File: src/rtl/bm_drd_port.sv
// bm_drd_port: responder/arbiter end of the drd_* burst-read protocol.
// One requester is granted and sends a two-word command (header, byte
// address). The block then issues a single read burst on the memory read
// channel and forwards each returned beat to the requester one cycle later.
// Header layout: {22'b0, last, rd, len_m1[7:0]}.
module bm_drd_port #(
   parameter int GAP_CYC = 2
) (
   input  logic        clk,
   input  logic        rst,
   input  logic        enb,
   input  logic        drd_req,
   output logic        drd_ack,
   input  logic        drd_cvin,
   input  logic [31:0] drd_cdin,
   output logic        drd_vout,
   output logic [31:0] drd_dout,
   output logic        mem_arvalid,
   input  logic        mem_arready,
   output logic [31:0] mem_araddr,
   output logic [7:0]  mem_arlen,
   input  logic        mem_rvalid,
   input  logic [31:0] mem_rdata,
   input  logic        mem_rlast,
   output logic        frm_done,
   output logic        err,
   input  logic        err_clr
);

   typedef enum logic [2:0] {
      ST_IDLE = 3'd0,
      ST_HDR  = 3'd1,
      ST_ADR  = 3'd2,
      ST_AR   = 3'd3,
      ST_DATA = 3'd4,
      ST_GAP  = 3'd5
   } state_t;

   state_t      state_q;
   logic        drd_ack_q;
   logic        drd_vout_q;
   logic [31:0] drd_dout_q;
   logic        mem_arvalid_q;
   logic [31:0] mem_araddr_q;
   logic [7:0]  mem_arlen_q;
   logic        frm_done_q;
   logic        frm_pend_q;
   logic [7:0]  len_q;
   logic        last_q;
   logic [7:0]  beat_q;
   logic [15:0] gap_q;
   logic        err_q;
   logic        err_d;

   // Sticky error next-state: protocol violations set it, err_clr clears it,
   // and a violation in the same cycle as err_clr keeps it set.
   always_comb begin
      err_d = err_q & ~err_clr;
      if (enb) begin
         case (state_q)
            ST_HDR: begin
               if (!drd_cvin || !drd_cdin[8]) begin
                  err_d = 1'b1;
               end else begin
                  err_d = err_q & ~err_clr;
               end
            end
            ST_ADR: begin
               if (!drd_cvin) begin
                  err_d = 1'b1;
               end else begin
                  err_d = err_q & ~err_clr;
               end
            end
            ST_DATA: begin
               // rlast must coincide exactly with beat index len_m1
               if (mem_rvalid && (mem_rlast != (beat_q == len_q))) begin
                  err_d = 1'b1;
               end else begin
                  err_d = err_q & ~err_clr;
               end
            end
            default: begin
               err_d = err_q & ~err_clr;
            end
         endcase
      end else begin
         err_d = err_q & ~err_clr;
      end
   end

   // Error flag register.
   always_ff @(posedge clk) begin
      if (rst) begin
         err_q <= 1'b0;
      end else begin
         err_q <= err_d;
      end
   end

   // Grant / command / burst FSM with all requester and memory outputs registered.
   always_ff @(posedge clk) begin
      if (rst) begin
         state_q       <= ST_IDLE;
         drd_ack_q     <= 1'b0;
         drd_vout_q    <= 1'b0;
         drd_dout_q    <= 32'd0;
         mem_arvalid_q <= 1'b0;
         mem_araddr_q  <= 32'd0;
         mem_arlen_q   <= 8'd0;
         frm_done_q    <= 1'b0;
         frm_pend_q    <= 1'b0;
         len_q         <= 8'd0;
         last_q        <= 1'b0;
         beat_q        <= 8'd0;
         gap_q         <= 16'd0;
      end else if (!enb) begin
         // Disabled: abandon any burst; late memory beats are dropped.
         state_q       <= ST_IDLE;
         drd_ack_q     <= 1'b0;
         drd_vout_q    <= 1'b0;
         drd_dout_q    <= 32'd0;
         mem_arvalid_q <= 1'b0;
         frm_done_q    <= 1'b0;
         frm_pend_q    <= 1'b0;
      end else begin
         drd_ack_q  <= 1'b0;
         drd_vout_q <= 1'b0;
         drd_dout_q <= 32'd0;
         frm_done_q <= 1'b0;
         case (state_q)
            ST_IDLE: begin
               if (drd_req) begin
                  drd_ack_q <= 1'b1;
                  state_q   <= ST_HDR;
               end
            end
            ST_HDR: begin
               // Header arrives in the ack cycle; a non-read header aborts.
               if (drd_cvin && drd_cdin[8]) begin
                  len_q   <= drd_cdin[7:0];
                  last_q  <= drd_cdin[9];
                  state_q <= ST_ADR;
               end else begin
                  state_q <= ST_IDLE;
               end
            end
            ST_ADR: begin
               if (drd_cvin) begin
                  mem_araddr_q  <= drd_cdin;
                  mem_arlen_q   <= len_q;
                  mem_arvalid_q <= 1'b1;
                  state_q       <= ST_AR;
               end else begin
                  state_q <= ST_IDLE;
               end
            end
            ST_AR: begin
               if (mem_arready) begin
                  mem_arvalid_q <= 1'b0;
                  beat_q        <= 8'd0;
                  state_q       <= ST_DATA;
               end
            end
            ST_DATA: begin
               if (mem_rvalid) begin
                  drd_vout_q <= 1'b1;
                  drd_dout_q <= mem_rdata;
                  beat_q     <= beat_q + 8'd1;
                  // Burst ends on whichever comes first: expected count or rlast.
                  if (mem_rlast || (beat_q == len_q)) begin
                     frm_pend_q <= last_q;
                     gap_q      <= 16'(GAP_CYC - 1);
                     state_q    <= ST_GAP;
                  end
               end
            end
            ST_GAP: begin
               // First gap cycle follows the final drd_vout, so frm_done lands right after it.
               frm_done_q <= frm_pend_q;
               frm_pend_q <= 1'b0;
               if (gap_q == 16'd0) begin
                  state_q <= ST_IDLE;
               end else begin
                  gap_q <= gap_q - 16'd1;
               end
            end
            default: begin
               state_q <= ST_IDLE;
            end
         endcase
      end
   end

   assign drd_ack     = drd_ack_q;
   assign drd_vout    = drd_vout_q;
   assign drd_dout    = drd_dout_q;
   assign mem_arvalid = mem_arvalid_q;
   assign mem_araddr  = mem_araddr_q;
   assign mem_arlen   = mem_arlen_q;
   assign frm_done    = frm_done_q;
   assign err         = err_q;

endmodule

File: config.mk
export PLATFORM = sky130hd
export DESIGN_NAME = bm_drd_port
export DESIGN_NICKNAME = d
export VERILOG_FILES = /design/src/rtl/bm_drd_port.sv
export SDC_FILE = /design/constraint.sdc
export NUM_CORES = 1
export LEC_CHECK = 0
export CAP_MARGIN = 20
export CORE_ASPECT_RATIO = 1.5
export CORE_MARGIN = 5
export CORE_UTILIZATION = 40
export DETAILED_ROUTE_END_ITERATION = 8
export GPL_ROUTABILITY_DRIVEN = 0
export HOLD_SLACK_MARGIN = 0.06
export PLACE_DENSITY = 0.72
export REMOVE_ABC_BUFFERS = 1
export SLEW_MARGIN = 5
export SYNTH_ARGS = -nofsm -noshare
export SYNTH_HDL_FRONTEND = slang
export SYNTH_SLANG_ARGS = --single-unit
File: constraint.sdc
create_clock -name clk -period 5.4 [get_ports clk]
set_clock_uncertainty 0.2 [all_clocks]
set_input_delay 1.08 -clock clk [delete_from_list [all_inputs] [get_ports clk]]
set_output_delay 1.08 -clock clk [all_outputs]
set_load 0.05 [all_outputs]
# == Word-level counts from Yosys, hierarchy flattened ==
# Index checks and enable logic that the tools add are counted.
# totals
regBits,114
in_bits,73
output_inout_bits,77
wordCells,88
# op_classes
add_sub_neg,2
eq_ne,14
mux,28
bitwise_logic,7
reduce_logical,23
# ops
op,count
$mux 16,3
$pmux 16 s2,1
$pmux 3 s6,1
$logic_not 16->1,1
$mux 8,2
$pmux 8 s2,1
$sub 16x1->16 const B,1
$mux 3,5
$ne 2x2->1 const B,7
$reduce_and 3->1,4
$mux 1,10
$reduce_and 5->1,2
$reduce_or 3->1,3
$add 8x1->8 const B,1
$eq 8x8->1,1
$eq 3x2->1 const B,2
$eq 3x3->1 const B,2
$not 1->1,6
$reduce_bool 2->1,3
$mux 2,2
$pmux 1 s2,2
$reduce_and 4->1,1
$reduce_or 4->1,1
$eq 3x1->1 const B,1
8 further kinds,11

# == Longest topological paths before layout ==
# Gate-level depths: netlist (run 1).
# logic_depth
depth_word,6
mapped_depth,9
mapped_depth_nobuf,9

# == Worst setup path before layout (run 1) ==
# OpenSTA, ideal clock, no wires.
# synth_timing
path_type,in2reg
startpoint,input port mem_rlast
endpoint,register gap_q[9]
arrival_ps,2321
required_time_ps,5072
path_slack_ps,2751
cell_stages,7
path_buffers,0
cell_sequence,inv_1 ha_1 nor2b_1 o2111ai_2 or3b_1 xor2_1 nor2_1
# synth_between
elab_chain_len,3
# synth_rtl
element,line_no,source
start: declaration,24,"input logic mem_rlast,"
$logic_or 1x1->1,171,if (mem_rlast || (beat_q == len_q)) begin
$ne 2x2->1 (no line),-,
$reduce_and 5->1 (no line),-,
end signal: assignment,173,gap_q <= 16'(GAP_CYC - 1);
end signal: assignment,185,gap_q <= gap_q - 16'd1;
end: declaration,51,logic [15:0] gap_q;
# Every way passes these cells.
# A chain may end at the register's enable or synchronous reset.

# == Worst setup path after layout (run 1) ==
# layout_timing
startpoint,input port mem_rlast
endpoint,register gap_q[12]
# Same word-level chain as after synthesis.

==> reports/qor.csv, run 1 <==
stage;metric;value;unit
route;WL/cell;13.67;um
pwr;Pwr Density;323.0;mW/mm2
route;Vias;3780;
clock_tree;clk sink count;114;
final_layout;diode count;0;
logic_synthesis;post-synthesis simple-gate area fraction;26.29;%
sta;final period utilization;54.92;%
sta;final setup vio count;0;
worst_setup_path;max incr delay on CP;0.47;ns
clock_tree;CTS-repair resized insts;0;
logic_synthesis;Post-Syn Instances;482;
logic_synthesis;Mean Syn Cell Area;9.065;um2
worst_setup_path;Critical Path RT;5.46;ns
die;floorplan row count;46;
route;# DRC;0;
final_layout;Post-layout nets;707;
logic_synthesis;compound-gate portion of the synthesized area;9.250;%
logic_synthesis;YS warnings;0;
clock_tree;clk_lat worst skew;0.40;ns
logic_synthesis;Synth top area share;52.23;%
final_layout;Layout area overhead;51.75;%
pwr;Leak Pwr;0.002450;uW
logic_synthesis;Seq/Total Area, Yosys;52.23;%
logic_synthesis;asr flop ratio synth;0;%
worst_setup_path;worst path arrival time;3.03;ns
grt;initial antenna violation count;0;
status;outcome;completed;
clock_tree;postcts setup bufs;0;
grt;grt total ovfl;0;
clock_tree;CTS tree;built;
final_layout;FILL cells;875;
worst_setup_path;CP endpoint kind;register;
logic_synthesis;fraction of synthesized area in multiplexers;2.520;%
die;initial core utilization;41.03;%
clock_tree;Reg clk slew, reported paths;0.05;ns
worst_setup_path;Bufs and invs on worst path;2;
sta;setup TNS;0;ns
sta;FMAX;337.2;MHz
logic_synthesis;largest cells by area after synthesis;dfxtp_1 (52%), nand2_1 (7.8%), a21oi_1 (5.5%), and2_1 (4.9%), nor2_1 (3.6%);
worst_setup_path;Crit Path Max Fanout;6;
logic_synthesis;xor/xnor cell area share of the yosys netlist;5.412;%
die;die area;0.01316;mm2
final_layout;layout cells sized above 1;7.621;%
sta;fin. max-slew vios;0;
sta;Tmin final;2.966;ns
clock_tree;Num CTS Buffers;17;
clock_tree;H-tree levels;4;
worst_hold_path;Hold Crit Class;reg2reg;
logic_synthesis;largest family of logic cells by synthesized area;simple AND/OR/NAND/NOR gates;
route;Vias/cell;4.803;
worst_setup_path;Top delay family on crit path;simple AND/OR/NAND/NOR gates;
worst_setup_path;slowest CP cell;clkdlybuf4s50_1;
logic_synthesis;top cell type by total area after synthesis;dfxtp_1;
die;Core Area;0.01065;mm2
final_layout;area of the multi-input gates;0.001956;mm2
grt;first-pass GRT wire length;17.44;mm
clock_tree;Clock Path Buffers;2;
route;Antenna Violating Nets Remaining;0;
sta;final hold viol count;0;
place;DP HPWL;7.925;mm
final_layout;final core occ;62.27;%
logic_synthesis;Post-synth EDFFs;0;
sta;Tightest Pin Transition;0.7388;ns
sta;slew margin rel.;50.68;%
worst_setup_path;crit start category;input port;
logic_synthesis;Post-synth top flop;dfxtp_1;
grt;overall routing resource usage;16.50;%
die;Die X;95.34;um
clock_tree;CTS root buffer;clkbuf_16;
die;# IOs;150;
place;port bufs;149;
flow_run;maxcap violations;0;
worst_setup_path;crit path cell chain;clkdlybuf4s50_1 > inv_1 > ha_1 > nor2b_1 > o2111ai_2 > nor4_1 > xnor2_1 > nor2_1;
route;Iter 0 DRT Violations;163;
grt;pin count of the biggest net entering global routing;41;
logic_synthesis;Netlist Area Pre-Place;0.004369;mm2
grt;number of global-route vias before repair;3722;
route;drt pass-1 iters;4;
route;Post-Route WL;10.76;mm
logic_synthesis;register bit count reported by yosys;114;
clock_tree;# hold bufs at CTS;0;
final_layout;FF+latch area;0.002282;mm2
logic_synthesis;Synth Area in Adders;1.145;%
sta;RSZ-0062 raised after global routing;no;
logic_synthesis;post-synthesis cell type count;50;
worst_setup_path;WS Path Type;in2reg;
pwr;Max VDD drop;0.0002566;V
die;Die Height;138;um
## flip-flops by register name (all words and copies together), names as in the netlist
register and count:
beat_q 8, drd_ack 1, drd_dout 32, drd_vout 1, err 1, frm_done 1, frm_pend_q 1, gap_q 16
last_q 1, len_q 8, mem_araddr 32, mem_arlen 8, mem_arvalid 1, state_q 3
## power breakdown
group | leakage, uW | internal [uW] | switching [uW] | total [uW]
Combinational | 0.00122 | 55.8 | 33.0 | 88.8
Sequential | 0.000918 | 844 | 3.99 | 848
Clock | 0.000312 | 824 | 381 | 1200
## cell usage in the layout (no fill, tap or decap), types with 5 or more instances in the layout
cell type	count
clkdlybuf4s50_1	148
dfxtp_1	114
nand2_1	91
a21oi_1	48
nor2_1	42
and2_1	34
xor2_1	17
clkbuf_16	17
mux2i_1	11
xnor2_1	10
inv_1	9
nor4_1	6
nor2b_1	6
nand4_1	6
nand3_1	5
nor3_1	5
buf_4	5
## final timing paths
kind | start | endpoint | slack [ns] | cells past startpoint
worst min register to register | mem_arlen[5] | mem_arlen[5] | 0.25 | 2
worst max-delay path | mem_rlast | gap_q[12] | 2.43 | 8
worst max register to register | beat_q[5] | gap_q[12] | 2.66 | 9
worst min-delay path | mem_arlen[5] | mem_arlen[5] | 0.25 | 2
## cell type report
cell class,instances,share of cell area (%)
Multi-Input combinational cell,334,29.50
Tap cell,144,2.717
Inverter,9,0.5095
Timing Repair Buffer,154,22.99
Clock inverter,11,2.623
Sequential cell,114,34.42
Clock buffer,21,7.247
## cell usage after synthesis, types with 6 or more instances
| cell | instances |
|---|---|
| a21oi_1 | 48 |
| and2_1 | 34 |
| buf_2 | 8 |
| clkbuf_1 | 17 |
| dfxtp_1 | 114 |
| inv_1 | 9 |
| mux2i_1 | 11 |
| nand2_1 | 91 |
| nand4_1 | 6 |
| nor2_1 | 42 |
| nor2b_1 | 6 |
| nor4_1 | 7 |
| xnor2_1 | 10 |
| xor2_1 | 17 |
## kinds of logic after synthesis
family,after synthesis
multiplexers,11
AND/OR/NAND/NOR,225
XOR/XNOR,27
flip-flops,114
adder cells (fa/ha/maj),4
buffers and inverters,34
AO/OA/AOI/OAI,67
## metal layers
metal	share of wire, %	vias up	GRT usage, %
met1	39	1713	17.97
met5	0	-	0
met2	51	138	28.57
met4	1.7	0	6.388
li1	-	1916	-
met3	8.5	13	5.863
## worst reg2reg max path, stage by stage (launching register included)
cell and delay, ns:
dfxtp_1 0.35, xor2_1 0.15, nor4_1 0.36, nand2_1 0.12, ha_1 0.21, nor2b_1 0.40, o2111ai_2 0.24, nor4_1 0.35
xnor2_1 0.18, nor2_1 0.05
## per-stage QoR
stage	hold slack, ns	instances	power [uW]	setup WS [ns]	instance area (um2)
after floorplan	0.2496	457	886.3	2.285	4265
after global placement	0.2417	755	953.5	2.109	5976
after detailed placement	0.2461	755	954.5	2.012	5976
after CTS	0.2536	787	2172	2.425	6630
after global routing	0.2712	787	2221	2.325	6630
final	0.2494	787	2142	2.434	6630
(Power assumes the default switching activity.)
==> inputs of run 2 (changes only) <==
PLACE_DENSITY = 0.75   (was 0.72)
clock period = 2.4 ns   (was 5.4 ns; I/O delays follow)
==> run 2 against run 1 <==
Compared with the run above:
- global-route usage grew 0.63 points
- sequential power increased by 120%
- wire length is 6.1% higher
- sequential share of layout area is 1.2 points lower
- via count increased by 3.9%
- worst hold slack got worse by 0.057 ns
- power increased by 110%
- flip-flop and latch count unchanged
- clock-buffer cell count shrank 3
- cell count up 3.4%
==> reports/qor.csv, run 2 (same netlist as run 1, synthesis figures left out) <==
stage;metric;value;unit;change
status;outcome;completed;;unchanged
die;Die Height;138;um;unchanged
route;Antenna Violating Nets Remaining;0;;unchanged
place;Placed Instances;782;;was 755
worst_setup_path;crit start category;register;;was input port
final_layout;commonest non-fill, non-tap cells in the layout;clkdlybuf4s50_1 (148), dfxtp_1 (108), nand2_1 (91);;was clkdlybuf4s50_1 (148), dfxtp_1 (114), nand2_1 (91)
clock_tree;CTS tree;built;;unchanged
worst_setup_path;worst path arrival time;2.47;ns;was 3.03 ns
worst_setup_path;R2R depth;10;;was 9
final_layout;area of the multi-input gates;0.002039;mm2;was 0.001956 mm2
worst_setup_path;crit path cell chain;xor2_1 > nor4_2 > nand2_1 > ha_2 > nor2b_1 > buf_4 > o2111ai_2 > or3b_1 > xor2_1 > nor2_1;;was clkdlybuf4s50_1 > inv_1 > ha_1 > nor2b_1 > o2111ai_2 > nor4_1 > xnor2_1 > nor2_1
final_layout;FF+latch area;0.002290;mm2;was 0.002282 mm2
route;Iter 0 DRT Violations;112;;was 163
sta;fin. max-slew vios;0;;unchanged
route;# DRC;0;;unchanged
route;drt pass-1 iters;5;;was 4
final_layout;layout cells sized above 1;14.03;%;was 7.621%
clock_tree;H-tree levels;4;;unchanged
sta;Tightest Pin Transition;0.5981;ns;was 0.7388 ns
pwr;Pwr Density;665.6;mW/mm2;was 323.0 mW/mm2
worst_setup_path;Crit Path Max Fanout;5;;was 6
clock_tree;clk_lat worst skew;0.41;ns;was 0.40 ns
die;Die X;95.34;um;unchanged
worst_setup_path;flop2flop setup slack;0.02;ns;was 2.66 ns
worst_setup_path;Critical Path RT;2.49;ns;was 5.46 ns
place;DP HPWL;8.434;mm;was 7.925 mm
sta;FMAX;419.7;MHz;
worst_setup_path;slowest CP cell;or3b_1;;was clkdlybuf4s50_1
route;Vias/cell;4.826;;was 4.803
grt;initial antenna violation count;0;;unchanged
clock_tree;clk sink count;114;;unchanged
grt;grt total ovfl;0;;unchanged
final_layout;most common cell after layout, fill and taps aside;clkdlybuf4s50_1;;unchanged
sta;final hold viol count;0;;unchanged
sta;Tmin final;2.383;ns;
final_layout;fin area;0.006899;mm2;was 0.006630 mm2
clock_tree;Num CTS Buffers;17;;unchanged
route;Post-Route WL;11.41;mm;was 10.76 mm
die;# IOs;150;;unchanged
sta;final period utilization;99.28;%;
route;WL/cell;14.01;um;was 13.67 um
final_layout;final core occ;64.79;%;was 62.27%
grt;number of global-route vias before repair;3895;;was 3722
die;Core Area;0.01065;mm2;unchanged
final_layout;diode count;0;;unchanged
clock_tree;CTS root buffer;clkbuf_16;;unchanged
die;initial core utilization;41.03;%;unchanged
final_layout;FILL cells;853;;was 875
place;Area after DPL;0.006216;mm2;was 0.005976 mm2
grt;pin count of the biggest net entering global routing;41;;unchanged
grt;first-pass GRT wire length;17.90;mm;was 17.44 mm
place;port bufs;149;;unchanged
die;floorplan row count;46;;unchanged
worst_setup_path;Worst path most repeated cell;xor2_1;;
pwr;Max VDD drop;0.0006323;V;was 0.0002566 V
flow_run;maxcap violations;0;;unchanged
worst_setup_path;CP endpoint kind;register;;unchanged
final_layout;Post-layout nets;734;;was 707
pwr;Leak Pwr;0.002582;uW;was 0.002450 uW
worst_hold_path;hold path depth;2;;unchanged
sta;final setup vio count;0;;unchanged
grt;overall routing resource usage;17.13;%;was 16.50%
clock_tree;postcts setup bufs;0;;unchanged
die;die area;0.01316;mm2;unchanged
route;Vias;3928;;was 3780
final_layout;Post-Layout Cell Count;814;;was 787
worst_setup_path;WS Path Type;reg2reg;;was in2reg
final_layout;Layout area overhead;57.90;%;was 51.75%
clock_tree;Reg clk slew, reported paths;0.06;ns;was 0.05 ns
sta;RSZ-0062 raised after global routing;yes;;was no
worst_setup_path;max incr delay on CP;0.40;ns;was 0.47 ns
worst_hold_path;Hold Crit Class;in2reg;;was reg2reg
sta;slew margin rel.;59.76;%;was 50.68%
clock_tree;Clock Path Buffers;2;;unchanged
## run 2: cell types whose count changed in the layout (fill, tap and decap cells not counted), sizes merged
cell      change
buf          +27
bufinv        -2
clkbuf        -3
clkinv        +2
clkinvlp      +1
inv           +2
## run 2: cell type report
type / instances / share of cell area, %
Clock buffer: 18 / 6.366
Clock inverter: 14 / 2.213
Inverter: 9 / 0.4897
Multi-Input combinational cell: 334 / 29.56
Sequential cell: 114 / 33.19
Tap cell: 144 / 2.612
Timing Repair Buffer: 181 / 25.57
## run 2: power by group
part           switching, uW  internal (uW)  leakage [uW]
combinational           84.8            143       0.00138
sequential              6.37           1900      0.000921
clock                    895           1560      0.000280
total                    986           3610       0.00258
## run 2: what timing repair did
| action | CTS | global route |
|---|---|---|
| endpoints found under the hold margin | 0 | 0 |
| setup endpoints to repair | 15 | 16 |
| gates resized for setup | 4 | 17 |
| hold buffers | 0 | 0 |
| pin swaps | 2 | 7 |
## run 2: metrics by stage
step / setup TNS, ns / hold slack [ns] / setup WS [ns] / power, uW
floorplan: -2.755 / 0.2496 / -0.3062 / 1994
global placement: -0.5055 / 0.2417 / -0.2160 / 2165
detailed placement: -0.7665 / 0.2457 / -0.2236 / 2168
CTS: 0 / 0.1815 / 0.0006186 / 4646
global route: -0.5558 / 0.1888 / -0.1130 / 4762
finish: 0 / 0.1928 / 0.01727 / 4592
## run 2: worst paths after layout
check,from,end
setup / recovery,beat_q[0],gap_q[9]
hold / removal,rst,gap_q[0]
setup reg to reg,beat_q[0],gap_q[9]
hold reg to reg,mem_araddr[21],mem_araddr[21]
## run 2: layer usage
metal	vias to the layer above	GRT usage [%]	wire length, um
met4	0	7.681	223
met5	-	0	0
li1	1967	-	-
met1	1796	17.42	4141
met2	143	30.08	5885
met3	22	6.678	1158
## run 2: critical path: cells and delay by family, from the launching register on
kind	cells	cell delay, ns
compound gates	1	0.12
flops	1	0.32
simple gates	5	0.96
xor+xnor	2	0.33
buf+inv	1	0.15
fa+ha+maj	1	0.19
==> inputs of run 3 (changes only) <==
REMOVE_ABC_BUFFERS = unset   (was 1)
==> run 3 against run 2 <==
Compared with the run above:
- largest power group unchanged
- highest routed layer unchanged
- critical endpoint unchanged
- power down 0.82%
- sequential share of layout area grew 0.25 points
- register-to-register slack lost 0.04 ns
- first-iteration DRC count rose by 35%
- die area did not move
- final area shrank 0.47%
- worst hold slack gained 0.0040 ns
- wire length grew 1.8%
- flip-flop and latch count is the same
- the run now ends with setup timing left
- combinational power about the same
- maximum frequency fell by 1.8%
==> reports/qor.csv, run 3 (same netlist as run 1, synthesis figures left out) <==
stage;metric;value;unit;change
status;outcome;finished with violations;;was completed
status;violated checks;setup timing;;
worst_setup_path;CP endpoint kind;register;;unchanged
pwr;Leak Pwr;0.002561;uW;was 0.002582 uW
route;Antenna Violating Nets Remaining;0;;unchanged
route;Iter 0 DRT Violations;151;;was 112
place;Placed Instances;779;;was 782
route;WL/cell;14.34;um;was 14.01 um
die;Core Area;0.01065;mm2;unchanged
worst_hold_path;Hold Crit Class;in2reg;;unchanged
die;# IOs;150;;unchanged
place;DP HPWL;8.737;mm;was 8.434 mm
worst_setup_path;FF-to-FF Start;len_q[3];;was beat_q[0]
route;Post-Route WL;11.62;mm;was 11.41 mm
final_layout;most common cell after layout, fill and taps aside;clkdlybuf4s50_1;;unchanged
clock_tree;postcts setup bufs;0;;unchanged
clock_tree;CTS tree;built;;unchanged
sta;setup TNS;-0.02575;ns;was 0 ns
sta;Tightest Pin Transition;0.5828;ns;was 0.5981 ns
pwr;Pwr Density;663.2;mW/mm2;was 665.6 mW/mm2
route;met3 routed WL;677;um;was 1.158 mm
place;pre-CTS setup slack;-0.1706;ns;was -0.2236 ns
clock_tree;Clock Path Buffers;2;;unchanged
worst_setup_path;R2R depth;10;;unchanged
sta;final setup vio count;1;;was 0
final_layout;layout cells sized above 1;13.81;%;was 14.03%
route;Vias;3933;;was 3928
place;port bufs;149;;unchanged
sta;RSZ-0062 raised after global routing;yes;;unchanged
logic_synthesis;syn nets;559;;
route;metal2 WL;6.452;mm;was 5.885 mm
clock_tree;clk sink count;114;;unchanged
sta;FMAX;412.2;MHz;was 419.7 MHz
route;drt pass-1 iters;5;;unchanged
flow_run;maxcap violations;0;;unchanged
sta;slew margin rel.;60.79;%;was 59.76%
die;Die X;95.34;um;unchanged
final_layout;Post-layout nets;731;;was 734
grt;grt total ovfl;0;;unchanged
grt;overall routing resource usage;17.92;%;was 17.13%
clock_tree;clk_lat worst skew;0.40;ns;was 0.41 ns
worst_setup_path;CP startpoint;len_q[3];;was beat_q[0]
route;highest routed layer;met4;;unchanged
worst_setup_path;Critical Path RT;2.49;ns;about the same
route;Vias/cell;4.856;;was 4.826
route;WL met1;4.197;mm;was 4.141 mm
final_layout;commonest non-fill, non-tap cells in the layout;clkdlybuf4s50_1 (148), dfxtp_1 (103), nand2_1 (91);;was clkdlybuf4s50_1 (148), dfxtp_1 (108), nand2_1 (91)
final_layout;Post-Layout Cell Count;810;;was 814
final_layout;Layout area overhead;57.16;%;was 57.90%
clock_tree;CTS root buffer;clkbuf_16;;unchanged
grt;number of global-route vias before repair;3899;;was 3895
die;initial core utilization;41.03;%;unchanged
route;# DRC;0;;unchanged
grt;initial antenna violation count;0;;unchanged
sta;fin. max-slew vios;0;;unchanged
worst_hold_path;Hold Path Origin;rst;;unchanged
die;floorplan row count;46;;unchanged
pwr;Max VDD drop;0.0004974;V;was 0.0006323 V
die;Die Height;138;um;unchanged
sta;final period utilization;101.1;%;was 99.28%
worst_setup_path;WS Path Type;reg2reg;;unchanged
die;die area;0.01316;mm2;unchanged
worst_setup_path;crit start category;register;;unchanged
sta;final hold viol count;0;;unchanged
sta;Final Worst Setup Slack;-0.02575;ns;was 0.01727 ns
worst_hold_path;hold path depth;2;;unchanged
clock_tree;Num CTS Buffers;17;;unchanged
sta;Tmin final;2.426;ns;was 2.383 ns
worst_setup_path;worst path arrival time;2.52;ns;was 2.47 ns
clock_tree;H-tree levels;4;;unchanged
clock_tree;# hold bufs at CTS;0;;unchanged
worst_setup_path;Crit Path Max Fanout;5;;unchanged
grt;first-pass GRT wire length;18.80;mm;was 17.90 mm
clock_tree;Reg clk slew, reported paths;0.05;ns;was 0.06 ns
grt;pin count of the biggest net entering global routing;41;;unchanged
final_layout;diode count;0;;unchanged
clock_tree;CTS-repair resized insts;0;;was 4
-- run 3: per-stage QoR --
step           power [uW]  utilization, %  hold WS [ns]  area, um2
2_1_floorplan        2009               -        0.2558       4369
3_3_place_gp         2165           58.05        0.2410       6181
3_5_place_dp         2167           58.05        0.2476       6181
4_1_cts              4595           63.50        0.1858       6761
5_1_grt              4702           64.49        0.1902       6867
6_report             4554           64.49        0.1969       6867
-- run 3: cell type report --
cell class / instances / area, um2
clock inverters: 9 / 106.4
inverters: 9 / 33.78
repair buffers: 178 / 1729
fillers: 833 / 3781
clock buffers: 22 / 474.2
well taps: 144 / 180.2
multi-input cells: 334 / 2047
flip-flops and latches: 114 / 2296
-- run 3: routing by layer --
layer	vias to the layer above	GRT usage, %
li1	1958	-
met5	-	0
met2	109	32.56
met1	1840	18.37
met3	26	5.483
met4	0	7.605
-- run 3: worst paths after layout --
kind                                       end  slack (ns)
worst max-delay path                  gap_q[9]       -0.03
worst min-delay path                    last_q        0.20
worst max register to register        gap_q[9]       -0.03
worst min register to register  mem_araddr[14]        0.25
-- run 3: worst max-delay path, stage by stage, from the launching register on --
cell,delay [ns]
dfxtp_2,0.33
xor2_1,0.15
nor4_1,0.28
nand2_1,0.13
ha_2,0.19
nor2b_1,0.11
buf_4,0.17
o2111ai_2,0.12
or3b_1,0.41
xor2_1,0.18
nor2_1,0.06
-- run 3: power breakdown --
group          switching [uW]  leakage (uW)  total, uW  internal, uW
combinational            87.5       0.00136        230           142
clock                     822      0.000278       2420          1600
sequential               4.80      0.000924       1910          1900
